**config.mk**
```make
export PLATFORM = sky130hd
export DESIGN_NAME = pzbcm_slicer_arbiter
export DESIGN_NICKNAME = d
export VERILOG_FILES = /design/src/rtl/pzbcm_slicer_arbiter_pkg.sv /design/src/rtl/pzbcm_slicer_unit.sv /design/src/rtl/pzbcm_slicer_arbiter.sv
export SDC_FILE = /design/constraint.sdc
export NUM_CORES = 1
export LEC_CHECK = 0
export CORE_AREA = 3 3 40 42
export DETAILED_ROUTE_END_ITERATION = 8
export DIE_AREA = 0 0 43 45
export SYNTH_ARGS = -nofsm -noshare
export SYNTH_HDL_FRONTEND = slang
export SYNTH_SLANG_ARGS = --single-unit
```
**constraint.sdc**
```tcl
create_clock -name i_clk -period 1.3 [get_ports i_clk]
set_clock_uncertainty 0.05 [all_clocks]
set_input_delay 0.26 -clock i_clk [delete_from_list [all_inputs] [get_ports i_clk]]
set_output_delay 0.26 -clock i_clk [all_outputs]
set_load 0.03 [all_outputs]
```
**src/rtl/pzbcm_slicer_arbiter_pkg.sv**
```systemverilog
// Shared types and helpers for the slicer arbiter: state enum, round-robin
// one-hot select and one-hot to index conversion sized for up to 32 requesters.
package pzbcm_slicer_arbiter_pkg;

  localparam int MAX_N    = 32;
  localparam int MAX_ID_W = 5;

  typedef enum logic {
    ST_IDLE   = 1'b0,
    ST_LOCKED = 1'b1
  } state_e;

  // First valid requester strictly above ptr, wrapping at n-1 -> 0; ptr itself is checked last.
  function automatic logic [MAX_N-1:0] rr_select(
    input logic [MAX_N-1:0]    valid,
    input logic [MAX_ID_W-1:0] ptr,
    input int                  n
  );
    logic [MAX_N-1:0]    oh;
    logic                found;
    logic [MAX_ID_W-1:0] idx;
    oh    = '0;
    found = 1'b0;
    for (int i = 1; i <= MAX_N; i++) begin
      if (i <= n) begin
        idx = MAX_ID_W'((int'(ptr) + i) % n);
        if (!found && valid[idx]) begin
          oh[idx] = 1'b1;
          found   = 1'b1;
        end
      end
    end
    return oh;
  endfunction

  function automatic logic [MAX_ID_W-1:0] onehot_to_index(input logic [MAX_N-1:0] oh);
    logic [MAX_ID_W-1:0] idx;
    idx = '0;
    for (int i = 0; i < MAX_N; i++) begin
      if (oh[i]) idx = idx | MAX_ID_W'(i);
    end
    return idx;
  endfunction

endpackage

```
**src/rtl/pzbcm_slicer_unit.sv**
```systemverilog
// Single-entry valid/ready register slice. With FULL_BANDWIDTH the entry can
// be refilled in the same cycle it drains, giving one transfer per cycle.
module pzbcm_slicer_unit #(
  parameter int WIDTH          = 1,
  parameter int FULL_BANDWIDTH = 1,
  parameter int DISABLE_MBFF   = 0
) (
  input  logic             i_clk,
  input  logic             i_rst_n,
  input  logic             i_valid,
  output logic             o_ready,
  input  logic [WIDTH-1:0] i_data,
  output logic             o_valid,
  input  logic             i_ready,
  output logic [WIDTH-1:0] o_data
);

  logic             r_valid;
  logic [WIDTH-1:0] r_data;
  logic             w_load;

  assign o_ready = (FULL_BANDWIDTH != 0) ? (!r_valid || i_ready) : !r_valid;
  assign w_load  = i_valid && o_ready;
  assign o_valid = r_valid;
  assign o_data  = r_data;

  always_ff @(posedge i_clk or negedge i_rst_n) begin
    if (!i_rst_n)    r_valid <= 1'b0;
    else if (w_load) r_valid <= 1'b1;
    else if (i_ready) r_valid <= 1'b0;
  end

  // Per-bit flops keep synthesis from packing the data register into multi-bit cells.
  if (DISABLE_MBFF != 0) begin : g_sbff
    for (genvar b = 0; b < WIDTH; b++) begin : g_bit
      always_ff @(posedge i_clk or negedge i_rst_n) begin
        if (!i_rst_n)    r_data[b] <= 1'b0;
        else if (w_load) r_data[b] <= i_data[b];
      end
    end
  end else begin : g_mbff
    always_ff @(posedge i_clk or negedge i_rst_n) begin
      if (!i_rst_n)    r_data <= '0;
      else if (w_load) r_data <= i_data;
    end
  end

endmodule

```
**src/rtl/pzbcm_slicer_arbiter.sv**
```systemverilog
// N:1 round-robin arbiter with packet lock feeding one full-bandwidth register
// slice; the slice carries payload, last flag and source index.
module pzbcm_slicer_arbiter
  import pzbcm_slicer_arbiter_pkg::*;
#(
  parameter int  N            = 2,
  parameter int  WIDTH        = 1,
  parameter int  ENABLE_LOCK  = 1,
  parameter int  DISABLE_MBFF = 0,
  localparam int ID_WIDTH     = $clog2(N)
) (
  input  logic                i_clk,
  input  logic                i_rst_n,
  input  logic [N-1:0]        i_valid,
  output logic [N-1:0]        o_ready,
  input  logic [N*WIDTH-1:0]  i_data,
  input  logic [N-1:0]        i_last,
  output logic                o_valid,
  input  logic                i_ready,
  output logic [WIDTH-1:0]    o_data,
  output logic                o_last,
  output logic [ID_WIDTH-1:0] o_id
);

  localparam int SW = WIDTH + 1 + ID_WIDTH;

  state_e              r_state;
  state_e              w_state_next;
  logic [ID_WIDTH-1:0] r_ptr;
  logic [ID_WIDTH-1:0] r_lock_id;
  logic [MAX_N-1:0]    w_rr_oh;
  logic [ID_WIDTH-1:0] w_rr_id;
  logic [ID_WIDTH-1:0] w_gnt_id;
  logic                w_gnt_valid;
  logic                w_gnt_req;
  logic                w_gnt_last;
  logic [WIDTH-1:0]    w_gnt_data;
  logic                w_slice_valid;
  logic                w_slice_ready;
  logic                w_accept;
  logic [SW-1:0]       w_slice_in;
  logic [SW-1:0]       w_slice_out;

  // Idle grant depends only on the pointer and i_valid, so it is stable under backpressure.
  assign w_rr_oh = rr_select(MAX_N'(i_valid), MAX_ID_W'(r_ptr), N);
  assign w_rr_id = ID_WIDTH'(onehot_to_index(w_rr_oh));

  always_comb begin
    w_gnt_id    = w_rr_id;
    w_gnt_valid = |w_rr_oh;
    if (r_state == ST_LOCKED) begin
      w_gnt_id    = r_lock_id;
      w_gnt_valid = 1'b1;
    end
  end

  always_comb begin
    w_gnt_req  = 1'b0;
    w_gnt_last = 1'b0;
    w_gnt_data = '0;
    o_ready    = '0;
    for (int i = 0; i < N; i++) begin
      if (w_gnt_id == ID_WIDTH'(i)) begin
        w_gnt_req  = i_valid[i];
        w_gnt_last = i_last[i];
        w_gnt_data = i_data[i*WIDTH +: WIDTH];
        o_ready[i] = w_gnt_valid && w_slice_ready;
      end
    end
  end

  assign w_slice_valid = w_gnt_valid && w_gnt_req;
  assign w_accept      = w_slice_valid && w_slice_ready;

  always_comb begin
    w_state_next = r_state;
    case (r_state)
      ST_IDLE:   if (w_accept && !w_gnt_last && (ENABLE_LOCK != 0)) w_state_next = ST_LOCKED;
      ST_LOCKED: if (w_accept && w_gnt_last) w_state_next = ST_IDLE;
      default:   w_state_next = ST_IDLE;
    endcase
  end

  always_ff @(posedge i_clk or negedge i_rst_n) begin
    if (!i_rst_n) begin
      r_state   <= ST_IDLE;
      r_ptr     <= ID_WIDTH'(N - 1);
      r_lock_id <= '0;
    end else begin
      r_state <= w_state_next;
      // Pointer only moves at packet boundaries so a locked packet cannot shift priority.
      if (w_accept && (w_state_next == ST_IDLE)) r_ptr <= w_gnt_id;
      if (w_accept && (r_state == ST_IDLE))      r_lock_id <= w_gnt_id;
    end
  end

  assign w_slice_in = {w_gnt_id, w_gnt_last, w_gnt_data};

  pzbcm_slicer_unit #(
    .WIDTH          (SW),
    .FULL_BANDWIDTH (1),
    .DISABLE_MBFF   (DISABLE_MBFF)
  ) u_slicer (
    .i_clk   (i_clk),
    .i_rst_n (i_rst_n),
    .i_valid (w_slice_valid),
    .o_ready (w_slice_ready),
    .i_data  (w_slice_in),
    .o_valid (o_valid),
    .i_ready (i_ready),
    .o_data  (w_slice_out)
  );

  assign {o_id, o_last, o_data} = w_slice_out;

endmodule
```
==> summary.txt, run 1 <==
Run status
  • Outcome: finished, violations left
  • Failing checks: negative setup slack

Setup path
  • CP max-delay cell: dfstp_2
  • Buf/Inv on CP: 2
  • Critical path endpoint category: primary output
  • Critical path cell sequence: nand2_4, buf_12, a221oi_4, buf_6
  • Arr. time, crit path: 1.42 ns
  • Setup crit start kind: flop
  • CP max stage delay: 0.55 ns
  • Crit path max fanout: 2
  • WS Path Type: reg2out
  • Reg2reg setup slack: -0.32 ns
  • Required time worst endpoint: 0.99 ns
  • Reg2Reg Depth: 5
  • Reg-to-reg startpoint: r_state$_DFF_PN0_
  • Top Family by Delay on Critical Path: flip-flops
  • Stages on worst setup path: 4
  • Worst r2r dst: r_state$_DFF_PN0_

Global routing
  • First-pass GRT wire length: 1.90 mm
  • Largest net degree at the start of global routing: 8
  • Gr usage total: 0.144
  • Overflow after GRT: 0
  • Initial antenna violation count: 0
  • Vias in the first global route: 431

Logic synthesis
  • Main area contributors after synthesis: dfrtp_1 36%, mux2i_1 7.1%, dfstp_2 6.3%
  • Synth area leader: dfrtp_1
  • YS warnings: 0
  • Yosys top cell area share: 0.357
  • Register area share after synthesis: 0.420
  • Flops & latches, synth: 7
  • Mapped Nets: 49
  • Mapped Area: 420 sq um
  • Synth unique cells: 20
  • Avg Cell Area, Syn: 10.5 sq um
  • Cells after synthesis: 40

Detailed routing
  • Vias per inst: 4.79
  • DRC: 0
  • Vias: 431
  • Total Wirelength: 1.24 mm
  • Antenna Nets Post-Route: 0
  • Iter 0 DRT Violations: 6
  • Routed length per instance: 13.7 um
  • Detailed Routing Iterations Pass 1: 4

Timing
  • Final setup viols: 8
  • Hold Vio Cnt, Final: 0
  • Final worst-path cycle share: 1.33
  • Final TNS setup: -2.15 ns
  • RSZ-0062 raised after global routing: true
  • Worst slew pin tran: 0.345 ns
  • Slew margin rel.: 0.769
  • Final Max Slew Viols: 0
  • Highest Clock Rate: 580 MHz
  • PnR worst setup slack: -0.425 ns
  • Final Critical Period: 1.73 ns

Clock network
  • Hold buffers post-CTS: 0
  • Clock slew at reported path FFs: 0.05 ns
  • Clk root buf: clkbuf_4
  • Max clock buf depth: 2
  • CTS tree: built
  • Clock buffer count from CTS: 3
  • Clk_lat worst skew: 0.25 ns
  • Clock Sinks: 7
  • H-tree depth: 1

Worst hold path
  • Min-Delay Path Class: in2async

Placed design
  • Cell area after placement: 701 sq um
  • IO buf count: 14
  • Pre-CTS WS: -0.546 ns
  • Placed cells: 80
  • HPWL after detailed placement: 849 um
  • RD Place Congestion: 0.728

Power
  • PD cells: 2470 nW/um^2
  • VDD IR max: 1.19 mV
  • Leak: 0.388 nW

Floorplanning
  • Io pins: 15
  • Initial Utilization: 0.327
  • Die Width: 43 um
  • Die Ht: 45 um
  • Die footprint: 1940 sq um
  • Core Area: 1280 sq um
  • Row cnt: 13

Finish
  • Final #Nets: 85
  • Antenna diodes: 0
  • Post-route cell area: 828 sq um
  • Share of cells above drive strength 1: 0.613
  • Area grow syn2layout: 97.0%
  • Post-route insts no fill: 90
  • Final Util: 0.645

Flow run
  • Max-cap violations: 0
worst max path at each step:
stage / from / end
2_1_floorplan: r_state$_DFF_PN0_ / r_state$_DFF_PN0_
3_3_place_gp: i_valid[0] / r_ptr$_DFFE_PN1P_
3_5_place_dp: i_ready / o_ready[0]
4_1_cts: r_ptr$_DFFE_PN1P_ / o_ready[0]
5_1_grt: r_ptr$_DFFE_PN1P_ / o_ready[0]
6_report: r_ptr$_DFFE_PN1P_ / o_ready[0]
layer usage:
metal,track usage,vias to the layer above,share of wire
met3,0.0757,0,0.068
li1,-,211,-
met1,0.134,204,0.37
met2,0.266,16,0.56
met4,0.0542,0,0
met5,0,-,0
power by group:
group	total [mW]	leakage (nW)	switching [mW]	internal, mW
Combinational	1.39	0.296	0.620	0.772
Clock	0.197	0.0150	0.0797	0.117
Sequential	0.456	0.0765	0.123	0.333
Total	2.04	0.388	0.822	1.22
state kept, by name, indices dropped and copies added (netlist names):
name / cells
r_ptr: 1
r_lock_id: 1
u_slicer.o_valid: 1
r_state: 1
u_slicer.o_data: 3
kinds of logic (layout without fill, tap and decap cells):
family | Yosys count | after routing | synth area share
and+or+nand+nor | 14 | 14 | 0.173
AOI/OAI and AO/OA | 11 | 11 | 0.247
DFF | 7 | 7 | 0.420
muxes | 4 | 4 | 0.107
buffers and inverters | 4 | 39 | 0.0536
synth_stat cells:
cell type	instances
dfrtp_1	6
nand2_1	4
o21ai_0	4
inv_1	3
mux2i_1	3
nor2_1	3
nand2b_1	2
nand3_1	2
nor2b_1	2
a21boi_1	1
a221oi_1	1
a22oi_4	1
a2bb2oi_1	1
buf_6	1
dfstp_2	1
mux2_4	1
o211ai_4	1
o21ai_2	1
o31ai_1	1
or3b_4	1
stage by stage:
stage / hold slack, ns / power [mW]
finish: 0.216 / 2.04
global route: 0.219 / 2.16
CTS: 0.220 / 1.95
detailed placement: 0.427 / 1.51
global placement: 0.429 / 1.49
floorplan: -0.0856 / 1.07
layout by cell type (no fill, tap or decap), types with 2 or more instances in the layout:
master,synthesis,layout
buf_4,0,14
buf_6,1,9
clkbuf_4,0,3
clkdlybuf4s50_1,0,5
dfrtp_1,6,3
dfrtp_2,0,3
dlygate4sd2_1,0,3
inv_1,3,3
mux2i_1,3,2
nand2_1,4,3
nand3_1,2,2
o21ai_1,0,2
o21ai_2,1,3
cell type report:
type	instances	area, sq um
Fill cell	108	457
Inverter	3	11.3
Sequential cell	7	180
Tap cell	15	18.8
Multi-Input combinational cell	29	289
Timing Repair Buffer	32	303
Clock buffer	4	26.3
timing repair:
action                     4_1_cts  5_1_grt
pin swaps                        5        2
buffers inserted                 5        2
setup endpoints to repair        7       10
gates resized for setup         15        8
Note: power is estimated with default switching activity, not from simulation.
==> inputs of run 2 (changes only) <==
--- a/config.mk
+++ b/config.mk
@@ -5,9 +5,12 @@
 export SDC_FILE = /design/constraint.sdc
 export NUM_CORES = 1
 export LEC_CHECK = 0
-export CORE_AREA = 3 3 40 42
+export CELL_PAD_IN_SITES_DETAIL_PLACEMENT = 0
+export CELL_PAD_IN_SITES_GLOBAL_PLACEMENT = 1
+export CORE_MARGIN = 3
+export CORE_UTILIZATION = 28
 export DETAILED_ROUTE_END_ITERATION = 8
-export DIE_AREA = 0 0 43 45
+export PLACE_DENSITY_LB_ADDON = 0.1
 export SYNTH_ARGS = -nofsm -noshare
 export SYNTH_HDL_FRONTEND = slang
 export SYNTH_SLANG_ARGS = --single-unit
==> run 2 against run 1 <==
The flow still finishes with violations (negative setup slack). Final cell count fell by 1.1%. Power fell by 0.95%. Clock power barely moved. Sequential share of layout area fell by 0.60 points.
==> summary.txt, run 2 (synthesized netlist as in run 1, its figures left out) <==
Run status
  • Outcome: finished, violations left
  • Failing checks: negative setup slack

Finish
  • Final Util: 0.627 (-0.0181)
  • Leading cell types in the layout, fill and taps excluded: 11 x buf_6, 11 x buf_4, 5 x clkdlybuf4s50_1
  • Area grow syn2layout: 101%
  • Max reg flops: 3 (unchanged)
  • Share of cells above drive strength 1: 0.581 (-0.0323)
  • Antenna diodes: 0 (unchanged)
  • Final #Nets: 84 (-1.2%)

Detailed routing
  • Detailed Routing Iterations Pass 1: 3 (-1)
  • Antenna Nets Post-Route: 0 (unchanged)
  • Vias per inst: 4.80 (+0.19%)
  • Routed length per instance: 13.4 um (-2.6%)
  • Iter 0 DRT Violations: 4 (-2)
  • DRC: 0 (unchanged)
  • Total Wirelength: 1.19 mm (-3.6%)
  • Vias: 427 (-0.93%)

Setup path
  • Reg2Reg Depth: 5 (unchanged)
  • Reg-to-reg startpoint: r_state$_DFF_PN0_
  • Reg2reg setup slack: -0.27 ns (+0.05 ns)
  • WS Path Type: reg2out
  • Crit path max fanout: 4 (+2)
  • Critical path endpoint category: primary output
  • Required time worst endpoint: 0.99 ns (about the same)
  • Arr. time, crit path: 1.32 ns (-0.10 ns)
  • Setup crit start kind: flop
  • Worst r2r dst: r_state$_DFF_PN0_

Timing
  • PnR worst setup slack: -0.328 ns (+0.0969 ns)
  • Final Max Slew Viols: 0 (unchanged)
  • Final TNS setup: -1.76 ns (+0.388 ns)
  • Final worst-path cycle share: 1.25 (-0.0745)
  • Hold slack: 0.222 ns (+0.00615 ns)
  • RSZ-0062 raised after global routing: true
  • Hold Vio Cnt, Final: 0 (unchanged)
  • Final setup viols: 8 (unchanged)
  • Final Critical Period: 1.63 ns (-0.0969 ns)
  • Slew margin rel.: 0.773 (+0.00406)
  • Highest Clock Rate: 614 MHz (+6.0%)
  • Worst slew pin tran: 0.339 ns (-0.00642 ns)

Power
  • Leak: 0.391 nW (+0.84%)
  • PD cells: 2390 nW/um^2 (-3.0%)
  • VDD IR max: 1.02 mV (-14%)

Floorplanning
  • Die footprint: 2000 sq um (+3.5%)
  • Core Area: 1350 sq um (+5.1%)
  • Die Ht: 44.8 um (-0.56%)
  • Initial Utilization: 0.311 (-0.0158)
  • Io pins: 15 (unchanged)
  • Die Width: 44.8 um (+4.1%)
  • Row cnt: 13 (unchanged)

Global routing
  • Gr usage total: 0.143 (-0.000606)
  • Vias in the first global route: 472 (+9.5%)
  • Largest net degree at the start of global routing: 8 (unchanged)
  • Initial antenna violation count: 0 (unchanged)
  • First-pass GRT wire length: 1.99 mm (+5.1%)
  • Overflow after GRT: 0 (unchanged)

Clock network
  • CTS tree: built
  • H-tree depth: 1 (unchanged)
  • Hold buffers post-CTS: 0 (unchanged)
  • Clk root buf: clkbuf_4
  • Clock Sinks: 7 (unchanged)
  • Clk_lat worst skew: 0.25 ns (about the same)
  • Max clock buf depth: 2 (unchanged)
  • Clock slew at reported path FFs: 0.05 ns (about the same)
  • Clock buffer count from CTS: 3 (unchanged)

Worst hold path
  • Min-Delay Path Class: in2async

Placed design
  • IO buf count: 14 (unchanged)
  • RD Place Congestion: 0.739 (+1.4%)
  • HPWL after detailed placement: 927 um (+9.2%)

Flow run
  • Max-cap violations: 0 (unchanged)
==> run 2: cell count changes in the layout (fill, tap and decap cells not counted), moves of 2 or more <==
cell	change
buf_4	-3
buf_6	+2
o21ai_0	+3
o21ai_2	-2
==> run 2: area by class of cell <==
type | count | area [sq um]
sequential | 7 | 179
clock buffer | 4 | 26.3
inverter | 3 | 11.3
multi-input combinational | 29 | 308
tap | 15 | 18.8
timing repair buffer | 31 | 303
fill | 111 | 504
==> run 2: worst max-delay path, stage by stage (launching register included) <==
cell and delay [ns]:
dfrtp_1 0.39, buf_6 0.15, buf_6 0.12, a221oi_4 0.25
buf_6 0.16
==> run 2: how the worst max path moves through the flow <==
stage | cells past startpoint | slack [ns] | from | endpoint
after floorplan | 4 | -0.17 | r_state$_DFF_PN0_ | r_state$_DFF_PN0_
after global placement | 6 | -0.49 | i_ready | o_ready[0]
after detailed placement | 6 | -0.58 | i_valid[0] | r_ptr$_DFFE_PN1P_
after CTS | 4 | -0.35 | r_state$_DFF_PN0_ | o_ready[0]
after global routing | 4 | -0.39 | r_state$_DFF_PN0_ | o_ready[0]
final | 4 | -0.33 | r_state$_DFF_PN0_ | o_ready[0]
==> run 2: metal layers <==
| metal | GRT usage | vias up | part of all wire |
|---|---|---|---|
| li1 | - | 211 | - |
| met1 | 0.143 | 205 | 0.37 |
| met2 | 0.272 | 11 | 0.57 |
| met3 | 0.0677 | 0 | 0.061 |
| met4 | 0.0181 | 0 | 0 |
| met5 | 0 | - | 0 |
==> run 2: what timing repair did <==
action,CTS,global route
endpoints found under the setup margin,8,10
gates resized for setup,21,3
setup buffers,4,3
pin swaps,4,5
hold endpoints to repair,0,0
==> run 2: power breakdown <==
part / leakage, nW / internal (mW) / total [mW] / switching [mW]
Sequential: 0.0775 / 0.330 / 0.415 / 0.0855
Clock: 0.0150 / 0.117 / 0.199 / 0.0821
Combinational: 0.299 / 0.766 / 1.41 / 0.644
Total: 0.391 / 1.21 / 2.03 / 0.812
==> run 2: metrics by stage <==
stage	cells	total power [mW]	instance area (sq um)	setup WS [ns]
global route	89	2.15	846	-0.392
global placement	80	1.49	701	-0.489
floorplan	40	1.07	465	-0.166
CTS	87	1.98	823	-0.346
detailed placement	80	1.53	701	-0.577
finish	89	2.03	846	-0.328
==> inputs of run 3 (changes only) <==
--- a/config.mk
+++ b/config.mk
@@ -10,6 +10,7 @@
 export CORE_MARGIN = 3
 export CORE_UTILIZATION = 28
 export DETAILED_ROUTE_END_ITERATION = 8
+export GPL_ROUTABILITY_DRIVEN = 0
 export PLACE_DENSITY_LB_ADDON = 0.1
 export SYNTH_ARGS = -nofsm -noshare
 export SYNTH_HDL_FRONTEND = slang
==> results of run 3 <==
Final layout, timing and power as in run 2 (identical DEF).
